## src/rtl/spi_bridge_pkg.sv

```systemverilog
//------------------------------------------------------------------------------
// spi_bridge_pkg : shared types and sizing helpers for the SPI frame bridge
// Rev 1.0
//------------------------------------------------------------------------------
`default_nettype none

package spi_bridge_pkg;

    typedef enum logic [1:0] {
        SYNC_WAIT = 2'd0,
        IDLE      = 2'd1,
        ACTIVE    = 2'd2,
        CAPTURE   = 2'd3
    } state_t;

    localparam int RX_DEPTH_DEFAULT = 4;
    // Extra MSB distinguishes full from empty when the address bits match.
    localparam int RX_PTR_W = $clog2(RX_DEPTH_DEFAULT) + 1;

    function automatic int rx_ptr_width(input int depth);
        return $clog2(depth) + 1;
    endfunction

endpackage

`default_nettype wire

```

## src/rtl/spi_bridge_rx_fifo.sv

```systemverilog
//------------------------------------------------------------------------------
// spi_bridge_rx_fifo : synchronous first-word-fall-through FIFO, full/empty flags
// Rev 1.0
//------------------------------------------------------------------------------
`default_nettype none

module spi_bridge_rx_fifo
    import spi_bridge_pkg::*;
#(
    parameter int WIDTH = 8,
    parameter int DEPTH = RX_DEPTH_DEFAULT
) (
    input  logic             clk,
    input  logic             rst,
    input  logic             i_wr_en,
    input  logic [WIDTH-1:0] i_wr_data,
    input  logic             i_rd_en,
    output logic [WIDTH-1:0] o_rd_data,
    output logic             o_full,
    output logic             o_empty
);

    localparam int PTR_W  = rx_ptr_width(DEPTH);
    localparam int ADDR_W = PTR_W - 1;

    logic [WIDTH-1:0] r_mem [DEPTH];
    logic [PTR_W-1:0] r_wr_ptr;
    logic [PTR_W-1:0] r_rd_ptr;
    logic             w_empty;
    logic             w_full;
    logic             w_do_rd;
    logic             w_do_wr;

    assign w_empty = (r_wr_ptr == r_rd_ptr);
    assign w_full  = (r_wr_ptr[ADDR_W] != r_rd_ptr[ADDR_W]) &&
                     (r_wr_ptr[ADDR_W-1:0] == r_rd_ptr[ADDR_W-1:0]);

    // A simultaneous pop frees the slot, so a write into a full FIFO still lands.
    assign w_do_rd = i_rd_en && !w_empty;
    assign w_do_wr = i_wr_en && (!w_full || w_do_rd);

    always_ff @(posedge clk or posedge rst) begin
        if (rst) begin
            r_wr_ptr <= '0;
            r_rd_ptr <= '0;
        end else begin
            if (w_do_wr) begin
                r_wr_ptr <= r_wr_ptr + 1'b1;
            end
            if (w_do_rd) begin
                r_rd_ptr <= r_rd_ptr + 1'b1;
            end
        end
    end

    always_ff @(posedge clk) begin
        if (w_do_wr) begin
            r_mem[r_wr_ptr[ADDR_W-1:0]] <= i_wr_data;
        end
    end

    assign o_rd_data = w_empty ? '0 : r_mem[r_rd_ptr[ADDR_W-1:0]];
    assign o_full    = w_full;
    assign o_empty   = w_empty;

endmodule

`default_nettype wire

```

## src/rtl/spi_slave_frame_bridge.sv

```systemverilog
//------------------------------------------------------------------------------
// spi_slave_frame_bridge : CLK-side bridge between SPI slave core frame words
// and valid/ready streams. Optional SPI_BRIDGE_OVERRUN_CNT_EN adds OVERRUN_COUNT.
// Rev 1.0
//------------------------------------------------------------------------------
`default_nettype none

module spi_slave_frame_bridge
    import spi_bridge_pkg::*;
#(
    parameter int                     PACK_LENGTH     = 8,
    parameter int                     RX_DEPTH        = 4,
    parameter logic [PACK_LENGTH-1:0] TX_IDLE_PATTERN = {PACK_LENGTH{1'b1}},
    parameter int                     SYNC_STAGES     = 2
) (
    input  logic                   CLK,
    input  logic                   IN_RESET,
    input  logic                   CS,
    input  logic [PACK_LENGTH-1:0] RX_FRAME_DATA,
    output logic [PACK_LENGTH-1:0] TX_FRAME_DATA,
    output logic [PACK_LENGTH-1:0] RX_DATA,
    output logic                   RX_VALID,
    input  logic                   RX_READY,
    input  logic [PACK_LENGTH-1:0] TX_DATA,
    input  logic                   TX_VALID,
    output logic                   TX_READY,
    output logic                   FRAME_ACTIVE,
    output logic                   RX_OVERRUN
`ifdef SPI_BRIDGE_OVERRUN_CNT_EN
    ,
    input  logic                   OVERRUN_CLR,
    output logic [7:0]             OVERRUN_COUNT
`endif
);

    localparam int FILL_W = $clog2(SYNC_STAGES + 1);

    state_t                   r_state;
    state_t                   w_state_nxt;
    logic [SYNC_STAGES-1:0]   r_cs_sync;
    logic                     r_cs_d;
    logic [FILL_W-1:0]        r_fill;
    logic                     w_fill_done;
    logic                     w_cs_s;
    logic                     w_cs_fall;
    logic                     w_cs_rise;
    logic                     r_loaded;
    logic [PACK_LENGTH-1:0]   r_shadow;
    logic [PACK_LENGTH-1:0]   r_tx_frame;
    logic                     w_tx_ready;
    logic                     w_tx_hs;
    logic                     w_pop;
    logic                     w_capture;
    logic                     w_fifo_wr;
    logic                     w_overrun;
    logic                     r_rx_overrun;
    logic                     w_full;
    logic                     w_empty;

    always_ff @(posedge CLK or posedge IN_RESET) begin
        if (IN_RESET) begin
            r_cs_sync <= '1;
            r_cs_d    <= 1'b1;
        end else begin
            r_cs_sync <= {r_cs_sync[SYNC_STAGES-2:0], CS};
            r_cs_d    <= r_cs_sync[SYNC_STAGES-1];
        end
    end

    assign w_cs_s    = r_cs_sync[SYNC_STAGES-1];
    assign w_cs_fall = r_cs_d && !w_cs_s;
    assign w_cs_rise = !r_cs_d && w_cs_s;

    // The synchroniser resets to 1, so cs_s is only trusted once it has been
    // refilled with real samples; otherwise a frame in progress would look idle.
    always_ff @(posedge CLK or posedge IN_RESET) begin
        if (IN_RESET) begin
            r_fill <= '0;
        end else if (!w_fill_done) begin
            r_fill <= r_fill + 1'b1;
        end
    end

    assign w_fill_done = (r_fill == FILL_W'(SYNC_STAGES));

    always_ff @(posedge CLK or posedge IN_RESET) begin
        if (IN_RESET) begin
            r_state <= SYNC_WAIT;
        end else begin
            r_state <= w_state_nxt;
        end
    end

    always_comb begin
        w_state_nxt = r_state;
        case (r_state)
            SYNC_WAIT: if (w_fill_done && w_cs_s) w_state_nxt = IDLE;
            IDLE:      if (w_cs_fall)             w_state_nxt = ACTIVE;
            ACTIVE:    if (w_cs_rise)             w_state_nxt = CAPTURE;
            CAPTURE:                              w_state_nxt = IDLE;
            default:                              w_state_nxt = SYNC_WAIT;
        endcase
    end

    assign w_tx_ready = !r_loaded && (r_state == IDLE);
    assign w_tx_hs    = TX_VALID && w_tx_ready;

    // A handshake only happens while unloaded, so it never races the clear.
    always_ff @(posedge CLK or posedge IN_RESET) begin
        if (IN_RESET) begin
            r_loaded <= 1'b0;
            r_shadow <= '0;
        end else if (w_tx_hs) begin
            r_loaded <= 1'b1;
            r_shadow <= TX_DATA;
        end else if ((r_state == IDLE) && w_cs_fall) begin
            r_loaded <= 1'b0;
        end
    end

    always_ff @(posedge CLK or posedge IN_RESET) begin
        if (IN_RESET) begin
            r_tx_frame <= TX_IDLE_PATTERN;
        end else if (r_state != ACTIVE) begin
            r_tx_frame <= r_loaded ? r_shadow : TX_IDLE_PATTERN;
        end
    end

    assign w_pop     = RX_VALID && RX_READY;
    assign w_capture = (r_state == CAPTURE);
    assign w_fifo_wr = w_capture && (!w_full || w_pop);
    assign w_overrun = w_capture && w_full && !w_pop;

    spi_bridge_rx_fifo #(
        .WIDTH (PACK_LENGTH),
        .DEPTH (RX_DEPTH)
    ) u_rx_fifo (
        .clk       (CLK),
        .rst       (IN_RESET),
        .i_wr_en   (w_fifo_wr),
        .i_wr_data (RX_FRAME_DATA),
        .i_rd_en   (w_pop),
        .o_rd_data (RX_DATA),
        .o_full    (w_full),
        .o_empty   (w_empty)
    );

    always_ff @(posedge CLK or posedge IN_RESET) begin
        if (IN_RESET) begin
            r_rx_overrun <= 1'b0;
        end else begin
            r_rx_overrun <= w_overrun;
        end
    end

`ifdef SPI_BRIDGE_OVERRUN_CNT_EN
    logic [7:0] r_ovr_cnt;

    always_ff @(posedge CLK or posedge IN_RESET) begin
        if (IN_RESET) begin
            r_ovr_cnt <= 8'd0;
        end else if (OVERRUN_CLR) begin
            r_ovr_cnt <= w_overrun ? 8'd1 : 8'd0;
        end else if (w_overrun && (r_ovr_cnt != 8'hFF)) begin
            r_ovr_cnt <= r_ovr_cnt + 8'd1;
        end
    end

    assign OVERRUN_COUNT = r_ovr_cnt;
`endif

    assign TX_FRAME_DATA = r_tx_frame;
    assign TX_READY      = w_tx_ready;
    assign RX_VALID      = !w_empty;
    assign FRAME_ACTIVE  = (r_state == ACTIVE);
    assign RX_OVERRUN    = r_rx_overrun;

endmodule

`default_nettype wire

```

## config.mk

```make
export PLATFORM = sky130hd
export DESIGN_NAME = spi_slave_frame_bridge
export DESIGN_NICKNAME = d
export VERILOG_FILES = /design/src/rtl/spi_bridge_pkg.sv /design/src/rtl/spi_bridge_rx_fifo.sv /design/src/rtl/spi_slave_frame_bridge.sv
export SDC_FILE = /design/constraint.sdc
export NUM_CORES = 1
export LEC_CHECK = 0
export ABC_AREA = 1
export ABC_CLOCK_PERIOD_IN_PS = 2950
export CAP_MARGIN = 0
export CORE_MARGIN = 3
export CORE_UTILIZATION = 60
export DETAILED_ROUTE_END_ITERATION = 10
export DONT_BUFFER_PORTS = 1
export GPL_ROUTABILITY_DRIVEN = 0
export GPL_TIMING_DRIVEN = 0
export PLACE_DENSITY = 0.76
export SYNTH_ARGS = -nofsm -noshare
export SYNTH_HDL_FRONTEND = slang
export SYNTH_SLANG_ARGS = --single-unit
```

## constraint.sdc

```tcl
create_clock -name CLK -period 2.95 [get_ports CLK]
set_clock_uncertainty 0.1 [all_clocks]
set_input_delay 0.59 -clock CLK [delete_from_list [all_inputs] [get_ports CLK]]
set_output_delay 0.59 -clock CLK [all_outputs]
set_load 0.03 [all_outputs]
```

==> results of run 1 <==
## worst max-delay path by stage
stage,startpoint,endpoint,slack (ns),depth (start not counted)
final,u_rx_fifo.r_rd_ptr[0],RX_DATA[1],0.52,7
after global routing,u_rx_fifo.r_rd_ptr[1],RX_DATA[7],0.44,8
after CTS,u_rx_fifo.r_rd_ptr[0],RX_DATA[1],0.51,9
after detailed placement,u_rx_fifo.r_rd_ptr[0],u_rx_fifo.r_mem[0][5],0.76,8
after global placement,u_rx_fifo.r_rd_ptr[0],u_rx_fifo.r_mem[3][5],0.79,8
after floorplan,u_rx_fifo.r_rd_ptr[0],RX_DATA[0],1.03,9
## Yosys cell counts
master and count:
a21oi_1 3, nor2_8 1, o21ai_0 26, clkbuf_1 1
ha_1 11, nand3_1 12, xor2_1 2, xnor2_1 1
nand2_4 7, nand2_2 1, dfrtp_1 20, inv_4 1
inv_2 3, buf_6 2, dfstp_2 11, edfxtp_1 32
nor2_1 32, buf_4 2, nor3_1 1, nand2_1 50
inv_1 26, nand3_2 1, a22oi_1 2, buf_2 2
o22ai_1 8, nor2_4 1
## placed cells by master, fill, tap and decap left out, drive strengths merged
master	instances
a21oi	3
a22oi	2
buf	6
bufinv	1
clkbuf	11
clkinv	2
clkinvlp	3
dfrtp	20
dfstp	11
edfxtp	32
ha	11
inv	30
nand2	58
nand3	13
nor2	34
nor3	1
o21ai	26
o22ai	8
xnor2	1
xor2	2
## logic make-up after synthesis
kind of cell / count (synthesis) / synth area share
flip-flops: 63 / 0.627
XOR/XNOR: 3 / 0.00942
AND/OR/NAND/NOR: 106 / 0.179
buffers and inverters: 37 / 0.0596
AO/OA/AOI/OAI: 39 / 0.0753
adder cells (fa/ha/maj): 11 / 0.0493
## state kept, by name, indices dropped and copies added (netlist names)
signal              cells
r_cs_sync               2
TX_FRAME_DATA           8
u_rx_fifo.r_wr_ptr      3
r_cs_d                  1
u_rx_fifo.r_rd_ptr      3
r_shadow                8
RX_OVERRUN              1
r_loaded                1
u_rx_fifo.r_mem        32
r_state                 2
r_fill                  2
## report_power, final
group          switching [W]  internal (W)
registers           0.000265       0.00126
logic                0.00106      0.000424
clock network       0.000326      0.000386
total                0.00165       0.00207
## area by class of cell
type | count | area [um2] | share of cell area
Clock buffer | 10 | 128 | 0.0419
Buffer | 7 | 51.3 | 0.0169
Sequential cell | 63 | 1750 | 0.575
Inverter | 30 | 115 | 0.0378
Clock inverter | 6 | 61.3 | 0.0201
Multi-Input combinational cell | 159 | 873 | 0.287
Tap cell | 52 | 65.1 | 0.0214
## layer usage
metal	share of wire	global-route usage	routed length [um]
met5	0	0	0
met4	0.0090	0.0724	43
met3	0.066	0.0649	316
met2	0.47	0.286	2220
met1	0.46	0.261	2180
## metrics by stage
step	hold slack [ns]	area, um2	util
after floorplan	0.245	2790	-
after global placement	0.247	2860	0.647
after detailed placement	0.248	2860	0.647
after CTS	0.138	3040	0.690
after global routing	0.131	3040	0.690
final	0.154	3040	0.690
==> key figures, run 1 <==
Power and ir drop
  • P_leak: 1.36 nW
  • Pwr Density: 1220 nW/um2
  • Maximum vdd drop: about 0.57 mV
  • Total Power: between 0.003 and 0.004 W

GRT
  • Initial antenna violation count: 0
  • First-pass GRT wire length: 7640 um
  • GRT Util Overall: 0.191
  • Vias in the first global route: 1642
  • Pin count of the biggest net entering global routing: 32
  • GRT Residual Overflow: 0

Logic synthesis
  • Register area share after synthesis: 0.627
  • Number of synthesized register bits: 63
  • Synth Cell Area: 2790 um2
  • Most area-consuming cells after synthesis: edfxtp_1, dfrtp_1, dfstp_2, nand2_1, ha_1
  • Post-synth top area share: 0.344
  • Syn Inst Count: 259
  • Synth cell types: 26
  • Ys Warns: 0
  • Syn_nets: roughly 290
  • Cell taking the most area after synthesis: edfxtp_1
  • Mean Syn Cell Area: 10.8 um2

Critical path
  • Critical path startpoint category: flop
  • R2R setup slack: 0.78 ns
  • Worst path bufs/invs: 4
  • Reg2Reg Capture Point: u_rx_fifo.r_mem[3][4]
  • CP Cell Sequence: buf_6, inv_4, buf_4, nor2_1, o22ai_1, nand2_1, inv_1
  • Crit path arrival time: 1.74 ns
  • CP Data Required Time: 2.26 ns
  • Crit-path max cell delay: 0.39 ns
  • Crit-path max FO: 10
  • CP Capture Type: output pin
  • Cells on worst reg2reg path: 8
  • Crit-path slowest cell: dfrtp_1
  • CP delay by family, top: buffers and inverters
  • WS Path Type: flop to output pin
  • R2r startpoint: u_rx_fifo.r_rd_ptr[0]

Timing
  • Unrepaired setup endpoints after global routing: no
  • Final setup violation count: 0
  • Fmax: ~410 MHz
  • Max_slew headroom: 0.251
  • Worst slew pin tran: ~1.1 ns
  • Max-slew violation count: 0
  • Setup TNS: 0 ns
  • Fin crit period: 2.43 ns
  • Final worst path period share: 0.824
  • Fin. Hold Viols: 0
  • Worst setup margin: 0.518 ns

Placement
  • Port bufs: 0
  • Detailed-placement wirelength estimate: 3010 um
  • Setup slack at placement: 0.759 ns
  • Post-Place Cells: 311

Die
  • IO Count: between 40 and 50
  • Initial Util: 0.632
  • Die height: approximately 74 um
  • Rows: 24
  • Die Area: around 5500 um2
  • Die span in x: 74.2 um
  • Area of the core: 4410 um2

Cells and area
  • Nets: 302
  • Layout Cells excl Fill: 327
  • Area Overhead vs Synth: 9.10%
  • Diodes inserted: 0
  • Fill cell count: between 300 and 400
  • Share of cells above drive strength 1: 0.167

Drt
  • Via/cell ratio: 5.37
  • DRT iter0 DRCs: 98
  • Pre-antenna DRT Iters: 4
  • Drt total wl: approximately 4800 um
  • Residual DRC: 0
  • Post-DRT Antenna Nets: 0
  • Routed WL per cell: approximately 15 um
  • DR vias: 1755

Status
  • Status: completed

Clocking
  • Maximum root-to-sink buffer count: 2
  • Postcts setup bufs: 0
  • Post_cts resized: 0
  • CTS root buffer: clkbuf_8
  • Total CTS buffers: 9
  • Clock-pin slew on the worst setup and hold paths: 0.07 ns
  • CTS Hold Buffers Added: 0
  • # clock sinks: 63
  • Clk_lat worst skew: 0.33 ns
  • H-Tree Depth: 3
  • CTS tree: built

Hold path
  • Min-delay src: CS
  • Hold Path Depth: 0
  • Worst Hold Class: primary input to flop
  • Hold Path End: r_cs_sync[0]

Run
  • Total of max-cap violations: 0
No activity file was read; power rests on OpenSTA's default activity.
==> run 2, diff against run 1 <==
ABC_AREA = 0   (was 1)
ABC_CLOCK_PERIOD_IN_PS = 2000   (was 2950)
CORE_UTILIZATION = 56   (was 60)
PLACE_DENSITY = 0.74   (was 0.76)
clock period = 2 ns   (was 2.95 ns; I/O delays follow)
==> run 2 against run 1 <==
Net effect:
- sequential power up 51%
- highest routed layer unchanged
- largest power group is now combinational cells
- die area up 7.6%
- largest cell class unchanged
- count of clock-buffer cells in the layout up 2
- worst setup slack worse by 0.72 ns
- the flow now finishes with violations (setup timing)
- critical path type unchanged
- wire length up 15%
- critical endpoint is now RX_DATA[2]
==> key figures, run 2 <==
Die
  • Rows: 25
  • IO Count: 41
  • Die span in x: 77.0 um
  • Die height: 77.0 um
  • Area of the core: ~4800 um2
  • Die Area: around 6000 um2
  • Initial Util: 0.590

Critical path
  • WS Path Type: flop to output pin
  • CP Data Required Time: 1.50 ns
  • CP Cell Sequence: buf_8, mux4_1, nor2b_4
  • Crit path arrival time: roughly 1.7 ns
  • Critical path startpoint category: flop
  • Crit-path max cell delay: 0.58 ns
  • CP Capture Type: output pin
  • Crit-path slowest cell: mux4_1
  • Crit-path max FO: 5

Timing
  • Unrepaired setup endpoints after global routing: yes
  • Fin Hold WS: between 0.06 and 0.07 ns
  • Final worst path period share: 1.10
  • Max-slew violation count: 0
  • Worst slew pin tran: 1.18 ns
  • Fin. Hold Viols: 0
  • Fin crit period: 2.20 ns
  • Worst setup margin: -0.201 ns
  • Max_slew headroom: 0.212
  • Final setup violation count: 43
  • Fmax: 454 MHz

Cells and area
  • Max FFs per register: 32
  • Area Overhead vs Synth: 19.5%
  • Layout Cells excl Fill: 280
  • Nets: 240
  • Fill cell count: 315
  • Share of cells above drive strength 1: 0.380
  • Commonest cells after routing, fill and taps aside: edfxtp_1, dfrtp_1, dfstp_2, nor2b_1
  • Diodes inserted: 0
  • Commonest non-fill, non-tap cell in the layout: edfxtp_1

Drt
  • DRT iter0 DRCs: 82
  • Residual DRC: 0
  • DR vias: ~1600
  • Drt total wl: 5490 um
  • Routed WL per cell: around 20 um
  • Pre-antenna DRT Iters: 4
  • Via/cell ratio: 5.71
  • Post-DRT Antenna Nets: 0

Clocking
  • Clock-pin slew on the worst setup and hold paths: 0.07 ns
  • CTS tree: built
  • CTS root buffer: clkbuf_8
  • Total CTS buffers: 9
  • Maximum root-to-sink buffer count: 2
  • # clock sinks: 63
  • Clk_lat worst skew: 0.32 ns
  • H-Tree Depth: 3

Logic synthesis
  • Synth Cell Area: 2820 um2
  • Number of synthesized register bits: 63
  • Post-synth EDFFs: 32
  • Post-synth top area share: 0.341
  • Syn_nets: between 200 and 250
  • Mean Syn Cell Area: 15.3 um2
  • Ys Warns: 0
  • Syn Inst Count: 184
  • Synth cell types: 39
  • Cell taking the most area after synthesis: edfxtp_1
  • Most area-consuming cells after synthesis: edfxtp_1, dfrtp_1, dfstp_2, mux4_1, ha_1
  • Primary FF master, synth: edfxtp_1
  • FFs w/ async S/R, synth: 0.492
  • Most common cell in the synthesized netlist: edfxtp_1
  • Top cells by count, synth: edfxtp_1, dfrtp_1, nor2b_1
  • Register area share after synthesis: 0.620

GRT
  • First-pass GRT wire length: between 8000 and 9000 um
  • GRT Util Overall: 0.195
  • Initial antenna violation count: 0
  • Pin count of the biggest net entering global routing: 32
  • Vias in the first global route: 1668
  • GRT Residual Overflow: 0

Hold path
  • Worst Hold Class: primary input to flop

Status
  • Failing checks: setup timing
  • Status: finished, violations left

Placement
  • Detailed-placement wirelength estimate: between 3000 and 4000 um
  • Post-Place Cells: roughly 250
  • Port bufs: 0
  • Setup slack at placement: -0.123 ns

Power and ir drop
  • Total Power: 0.00627 W
  • Pwr Density: 1860 nW/um2
  • P_leak: roughly 1.3 nW
  • Maximum vdd drop: 1.04 mV

Run
  • Total of max-cap violations: 0
-- run 2: per-layer routing --
layer	up-vias	track usage	wire length [um]
met5	-	0	0
met4	0	0.0854	40
met3	4	0.0681	324
met2	44	0.310	2860
met1	824	0.244	2260
li1	727	-	-
-- run 2: kinds of logic after synthesis --
group	share of synthesized area
AND/OR/NAND/NOR	0.111
flip-flops	0.620
buffers and inverters	0.0239
adder cells (fa/ha/maj)	0.0488
AO/OA/AOI/OAI	0.0399
XOR/XNOR	0.0341
multiplexers	0.122
-- run 2: worst paths after layout --
check / from / end / slack, ns / cells past startpoint
worst max-delay path: u_rx_fifo.r_rd_ptr[0] / RX_DATA[2] / -0.20 / 3
worst min-delay path: RX_FRAME_DATA[2] / u_rx_fifo.r_mem[2][2] / 0.07 / 0
worst max register to register: u_rx_fifo.r_rd_ptr[0] / u_rx_fifo.r_mem[3][6] / -0.16 / 5
worst min register to register: r_cs_sync[0] / r_cs_sync[1] / 0.27 / 0
max in group asynchronous: IN_RESET / r_state[0] / 0.83 / 1
min in group asynchronous: IN_RESET / r_fill[1] / 0.18 / 1
-- run 2: timing repair --
| action | CTS | global route |
|---|---|---|
| pin swaps | 3 | 4 |
| gates cloned | 2 | 0 |
| hold buffers | 1 | 0 |
| hold endpoints to repair | 1 | 0 |
| setup buffers | 8 | 2 |
| resized for setup | 37 | 9 |
| setup endpoints to repair | 43 | 55 |
-- run 2: critical path, delay by kind of cell (launching register included) --
kind	cells	cell delay, ns
buf+inv	1	0.16
flops	1	0.44
mux	1	0.58
simple gates	1	0.19
-- run 2: metrics by stage --
stage / setup TNS, ns / area [um2] / utilization
floorplan: 0 / 2830 / -
global placement: -0.0909 / 2910 / 0.609
detailed placement: -0.922 / 2910 / 0.609
CTS: -6.26 / 3310 / 0.692
global route: -8.68 / 3370 / 0.704
finish: -6.17 / 3370 / 0.704
-- run 2: area by class of cell --
class / count / area [um2] / share of cell area
sequential: 63 / 1750 / 0.520
clock inverter: 4 / 21.3 / 0.00631
buffer: 5 / 38.8 / 0.0115
clock buffer: 12 / 145 / 0.0431
multi-input combinational: 108 / 1170 / 0.349
tap: 67 / 83.8 / 0.0249
timing repair buffer: 12 / 120 / 0.0356
inverter: 9 / 33.8 / 0.0100
-- run 2: power by group --
part	internal [W]	leakage [nW]	switching (W)
sequential	0.00186	0.642	0.000438
combinational	0.00137	0.585	0.00166
clock	0.000478	0.0905	0.000455
